## config.mk

```make
export PLATFORM = sky130hd
export DESIGN_NAME = frame_packet_aligner
export DESIGN_NICKNAME = d
export VERILOG_FILES = /design/src/rtl/frame_packet_aligner.sv
export SDC_FILE = /design/constraint.sdc
export NUM_CORES = 1
export LEC_CHECK = 0
export BUFFER_PORTS_ARGS = -buffer_cell sky130_fd_sc_hd__buf_2
export CAP_MARGIN = 40
export CORE_MARGIN = 4
export CORE_UTILIZATION = 54
export DETAILED_ROUTE_END_ITERATION = 10
export MAX_ROUTING_LAYER = met4
export PLACE_DENSITY = 0.84
export SETUP_SLACK_MARGIN = 0.5
export SYNTH_ARGS = -nofsm -noshare
export SYNTH_HDL_FRONTEND = slang
export SYNTH_SLANG_ARGS = --single-unit
```

## constraint.sdc

```tcl
create_clock -name clk -period 2.1 [get_ports clk]
set_input_delay 0 -clock clk [delete_from_list [all_inputs] [get_ports clk]]
set_output_delay 0 -clock clk [all_outputs]
set_load 0.1 [all_outputs]
```

## src/rtl/frame_packet_aligner.sv

```systemverilog
// frame_packet_aligner
//   Re-frames a pixel stream so that every output packet holds exactly
//   WIDTH*HEIGHT pixels. There is one startofpacket on pixel 0 and one
//   endofpacket on the last pixel. Short frames are padded with FILL and
//   long frames are truncated. The block also counts completed frames and
//   pulses an error flag for each frame it had to repair.
//
// Ports
//   clk, reset_n         : clock, asynchronous active-low reset
//   in_valid/in_ready    : upstream handshake (ready latency 0)
//   in_sop/in_eop        : upstream packet delimiters
//   in_data              : upstream pixel
//   out_valid/out_ready  : downstream handshake, single output register
//   out_sop/out_eop      : output packet delimiters
//   out_data             : output pixel
//   frame_count          : completed output frames, wraps at 16 bits
//   short_err/long_err   : one-cycle pulses: frame padded / frame truncated
module frame_packet_aligner #(
  parameter int                 WIDTH  = 320,
  parameter int                 HEIGHT = 240,
  parameter int                 DATA_W = 12,
  parameter logic [DATA_W-1:0]  FILL   = '0
) (
  input  logic              clk,
  input  logic              reset_n,
  input  logic              in_valid,
  output logic              in_ready,
  input  logic              in_sop,
  input  logic              in_eop,
  input  logic [DATA_W-1:0] in_data,
  output logic              out_valid,
  input  logic              out_ready,
  output logic              out_sop,
  output logic              out_eop,
  output logic [DATA_W-1:0] out_data,
  output logic [15:0]       frame_count,
  output logic              short_err,
  output logic              long_err
);

  localparam int          NPIX = WIDTH * HEIGHT;
  localparam logic [16:0] LAST = 17'(NPIX - 1);

  typedef enum logic [1:0] {S_IDLE, S_ACTIVE, S_PAD, S_DISCARD} state_t;

  state_t              r_state;
  logic [1:0]          r_rst_q;
  logic [16:0]         r_pix_cnt;
  logic                r_out_valid;
  logic                r_out_sop;
  logic                r_out_eop;
  logic [DATA_W-1:0]   r_out_data;
  logic [15:0]         r_frame_count;
  logic                r_short_err;
  logic                r_long_err;

  logic                w_rst_n;
  logic                w_can_load;
  logic                w_last;
  logic                w_in_xfer;
  logic                w_load;
  logic [DATA_W-1:0]   w_ld_data;

  // Reset asserts immediately but is released on a clock edge, so every
  // state flop leaves reset in the same cycle.
  always_ff @(posedge clk or negedge reset_n) begin
    if (!reset_n) r_rst_q <= 2'b00;
    else          r_rst_q <= {r_rst_q[0], 1'b1};
  end
  assign w_rst_n = r_rst_q[1];

  assign w_can_load = !r_out_valid || out_ready;
  assign w_last     = (r_pix_cnt == LAST);
  assign w_in_xfer  = in_valid && in_ready;

  always_comb begin
    in_ready  = 1'b0;
    w_load    = 1'b0;
    w_ld_data = in_data;
    if (w_rst_n) begin
      case (r_state)
        S_IDLE: begin
          in_ready = w_can_load;
          w_load   = w_in_xfer && in_sop;
        end
        S_ACTIVE: begin
          // A mid-frame SOP is held off until the current frame is padded.
          in_ready = w_can_load && !in_sop;
          w_load   = w_in_xfer;
        end
        S_PAD: begin
          w_load    = w_can_load;
          w_ld_data = FILL;
        end
        S_DISCARD: begin
          // An SOP is left waiting so IDLE can start the next frame with it.
          in_ready = !in_sop;
        end
        default: ;
      endcase
    end
  end

  always_ff @(posedge clk or negedge w_rst_n) begin
    if (!w_rst_n) begin
      r_state       <= S_IDLE;
      r_pix_cnt     <= '0;
      r_out_valid   <= 1'b0;
      r_out_sop     <= 1'b0;
      r_out_eop     <= 1'b0;
      r_out_data    <= '0;
      r_frame_count <= '0;
      r_short_err   <= 1'b0;
      r_long_err    <= 1'b0;
    end else begin
      r_short_err <= 1'b0;
      r_long_err  <= 1'b0;

      if (w_can_load) r_out_valid <= w_load;
      if (w_load) begin
        r_out_data <= w_ld_data;
        r_out_sop  <= (r_pix_cnt == 17'd0);
        r_out_eop  <= w_last;
        if (w_last) begin
          r_pix_cnt     <= '0;
          r_frame_count <= r_frame_count + 16'd1;
        end else begin
          r_pix_cnt <= r_pix_cnt + 17'd1;
        end
      end

      case (r_state)
        S_IDLE: begin
          if (w_load) begin
            if (w_last) begin
              r_state <= S_IDLE;
            end else if (in_eop) begin
              r_state     <= S_PAD;
              r_short_err <= 1'b1;
            end else begin
              r_state <= S_ACTIVE;
            end
          end
        end
        S_ACTIVE: begin
          if (in_valid && in_sop) begin
            r_state     <= S_PAD;
            r_short_err <= 1'b1;
          end else if (w_load) begin
            if (w_last) begin
              if (in_eop) begin
                r_state <= S_IDLE;
              end else begin
                r_state    <= S_DISCARD;
                r_long_err <= 1'b1;
              end
            end else if (in_eop) begin
              r_state     <= S_PAD;
              r_short_err <= 1'b1;
            end
          end
        end
        S_PAD: begin
          if (w_load && w_last) r_state <= S_IDLE;
        end
        S_DISCARD: begin
          if (in_valid && (in_sop || in_eop)) r_state <= S_IDLE;
        end
        default: r_state <= S_IDLE;
      endcase
    end
  end

  assign out_valid   = r_out_valid;
  assign out_sop     = r_out_sop;
  assign out_eop     = r_out_eop;
  assign out_data    = r_out_data;
  assign frame_count = r_frame_count;
  assign short_err   = r_short_err;
  assign long_err    = r_long_err;

endmodule

```

==> run metrics <==
Async S/R FF share, synth=100%; switch share=between 50% and 60%; Final Setup Violations=5; Worst Max-Slew Pin Slew=0.656 ns; synth unique cells=47; RSZ-0062 raised after global routing=yes; post-route clock period utilization=102%; most common cell after layout, fill and taps aside=buf_2; Comb power frac=a little under half; Worst-Skew Late Latency=0.32 ns; Worst Hold Class=in2reg; Area Growth Syn to Fin=45.1%; internal power=about 0.0019 W; DR iter-0 viols=272; Fmax=466 MHz; vias=2,602; DP HPWL=4120 µm; vias in the first global route=2,567; Starting Density=57.8%; total CTS buffers=5; commonest non-fill, non-tap cells in the layout=50 x buf_2, 41 x dfrtp_1, 38 x nand2_1, 30 x buf_4, 16 x dlygate4sd3_1; CP cell instances=or4_4, nor3_4, nand4_4, buf_6, buf_6, o22ai_1, a211oi_1; pwr dens=1000 mW/mm²; PortBufs=just over 50; Slew HR=56.3%; Syn Nets=288; EDFF count, synth=0; first-pass GRT wire length=12,200 µm; Clk pwr share=16.4%; area share of the largest cell type after synthesis=51.9%; # clock sinks=54; initial antenna violation count=0; met3 GRT Util=5.32%; CTS tree=yes; detailed-route vias per instance=6.22; FF+latch count, synth=54; critical path startpoint category=register; register clock-pin slew on the reported worst setup and hold paths=0.10 ns; Post-synth top flop=dfrtp_1; largest net degree at the start of global routing=between 50 and 60; post-synthesis average cell area=9.74 µm²; total track usage=between 20% and 30%; total core area=0.00450 mm²; Final Hold Viols=0; sequential power share=around 36%; status=finished with violations; Max-Cap Viols=0; top cell family by delay on the critical path=simple AND/OR/NAND/NOR gates; met1 global-route usage=a little under a third; # diodes=0; failing checks=negative setup slack; Synthesis Warnings=0; Fin Clk Skew=approximately 0.011 ns; met2 Use GR=43.4%; die area=0.00599 mm²; drt drc=0; FP Rows=24; LEAKAGE=between 1.5 and 2 nW; WL final=8550 µm; Setup WS post-layout=-0.0451 ns; Most Crowded Layer GR=met2; Seq/Total Area, Yosys=51.9%; htree depth=2; kind of critical path=reg2reg; nets@finish=386; WHS=between 0.1 and 0.15 ns; Post-Place Worst Slack=0.0328 ns; CP required=2.28 ns; crit path DAT=2.32 ns; Final Core Density=83.8%; GPL Wtd Cong=0.812; Tmin final=2.15 ns; clk root buf=clkbuf_8; Netlist Area Pre-Place=roughly 0.0026 mm²; 1st-pass router iterations=5; post-route ant nets=0; Critical Path Slowest Stage Cell=or4_4; clk buf depth=2; # IOs=52; layout cell share with drive strength beyond 1=44.0%; CP bufs+invs=2; max incr delay on CP=about 0.56 ns; Die H=77.4 µm; Most common cell on crit path=buf_6; Syn Inst Count=between 200 and 300; fin. max-slew vios=0; setup TNS=-0.111 ns; gr ovfl total=0; Crit Path Max Fanout=4; maximum VDD drop=0.00122 V; Synth area leader=dfrtp_1; Chip Width=77.4 µm; CP Capture Type=register; post-DR wirelength/cell=between 20 and 25 µm; P_sw=approximately 0.0019 W; top cells by area, synth=dfrtp_1 52%, nand2_1 6.1%, xor2_1 5.1%
[final cells by class]
| type | instances | area (µm²) |
|---|---|---|
| fillers | 217 | 731 |
| flip-flops and latches | 54 | 1370 |
| repair buffers | 108 | 796 |
| well taps | 52 | 65.1 |
| inverters | 4 | 15.0 |
| clock inverters | 1 | 8.76 |
| multi-input cells | 192 | 1430 |
| clock buffers | 7 | 86.3 |
[registers in the layout, indices dropped and copies added, names as in the netlist]
name         flops
out_eop          1
out_valid        1
frame_count     16
r_pix_cnt       17
out_sop          1
long_err         1
short_err        1
out_data        12
r_state          2
r_rst_q          2
[synthesized netlist by cell type, types with 3 or more instances]
cell      number
nor3_1         9
inv_1          4
and3_1         5
dfrtp_1       54
nor2_2         5
nor4_1         4
nand3_1       16
nand2_1       42
xnor2_1        7
o21ai_0       23
clkbuf_1      12
xor2_1        15
o41ai_1        3
ha_1           3
nor2_1         9
a21oi_1        6
nand4_1       12
[logic make-up (layout without fill, tap and decap cells)]
kind of cell	Yosys count	in the layout	share of synthesized area, %
AOI/OAI and AO/OA	47	47	11.1
adders and majority gates	3	3	1.44
xor gates and xnor gates	22	22	7.41
buffers and inverters	22	120	3.61
and+or+nand+nor	116	117	23.3
DFF	54	54	51.9
muxes	2	2	1.01
other	1	1	0.144
[path summary, 6_finish.rpt]
check	startpoint	end	depth (start not counted)	slack, ns
min in group asynchronous	r_rst_q[1]	frame_count[1]	1	0.47
worst min register to register	r_rst_q[0]	r_rst_q[1]	0	0.38
worst min-delay path	in_valid	short_err	3	0.10
max in group asynchronous	r_rst_q[1]	r_pix_cnt[0]	1	1.13
worst max register to register	r_pix_cnt[12]	r_state[1]	7	-0.05
worst max-delay path	r_pix_cnt[12]	r_state[1]	7	-0.05
[metal layers]
metal | vias up | routed length [µm]
met5 | - | 0
met4 | 0 | 369
met3 | 43 | 627
met2 | 171 | 4140
met1 | 1258 | 3410
li1 | 1130 | -
[worst reg2reg max path, stage by stage, from the launching register on]
cell	delay (ns)
dfrtp_1	0.43
or4_4	0.56
nor3_4	0.31
nand4_4	0.17
buf_6	0.17
buf_6	0.12
o22ai_1	0.15
a211oi_1	0.09
[power by group through the flow]
stage               sequential, W  combinational (W)  clock (W)
finish                    0.00136            0.00181   0.000623
global route              0.00137            0.00188   0.000678
CTS                       0.00134            0.00169   0.000624
detailed placement        0.00137            0.00156          0
global placement          0.00136            0.00152          0
floorplan                 0.00227           0.000394          0
[timing repair]
action | CTS | global route
hold buffers | 16 | 0
resized for setup | 37 | 43
cloned | 0 | 1
endpoints found under the hold margin | 16 | 0
pin swaps | 11 | 18
buffers inserted | 14 | 14
setup endpoints to repair | 53 | 50
[through the flow]
step           cells  instance area [µm²]  power [W]
2_1_floorplan    267                 2700    0.00267
3_3_place_gp     365                 2980    0.00289
3_5_place_dp     365                 2980    0.00293
4_1_cts          403                 3500    0.00365
5_1_grt          418                 3770    0.00394
6_report         418                 3770    0.00379
No activity file was read; power rests on OpenSTA's default activity.
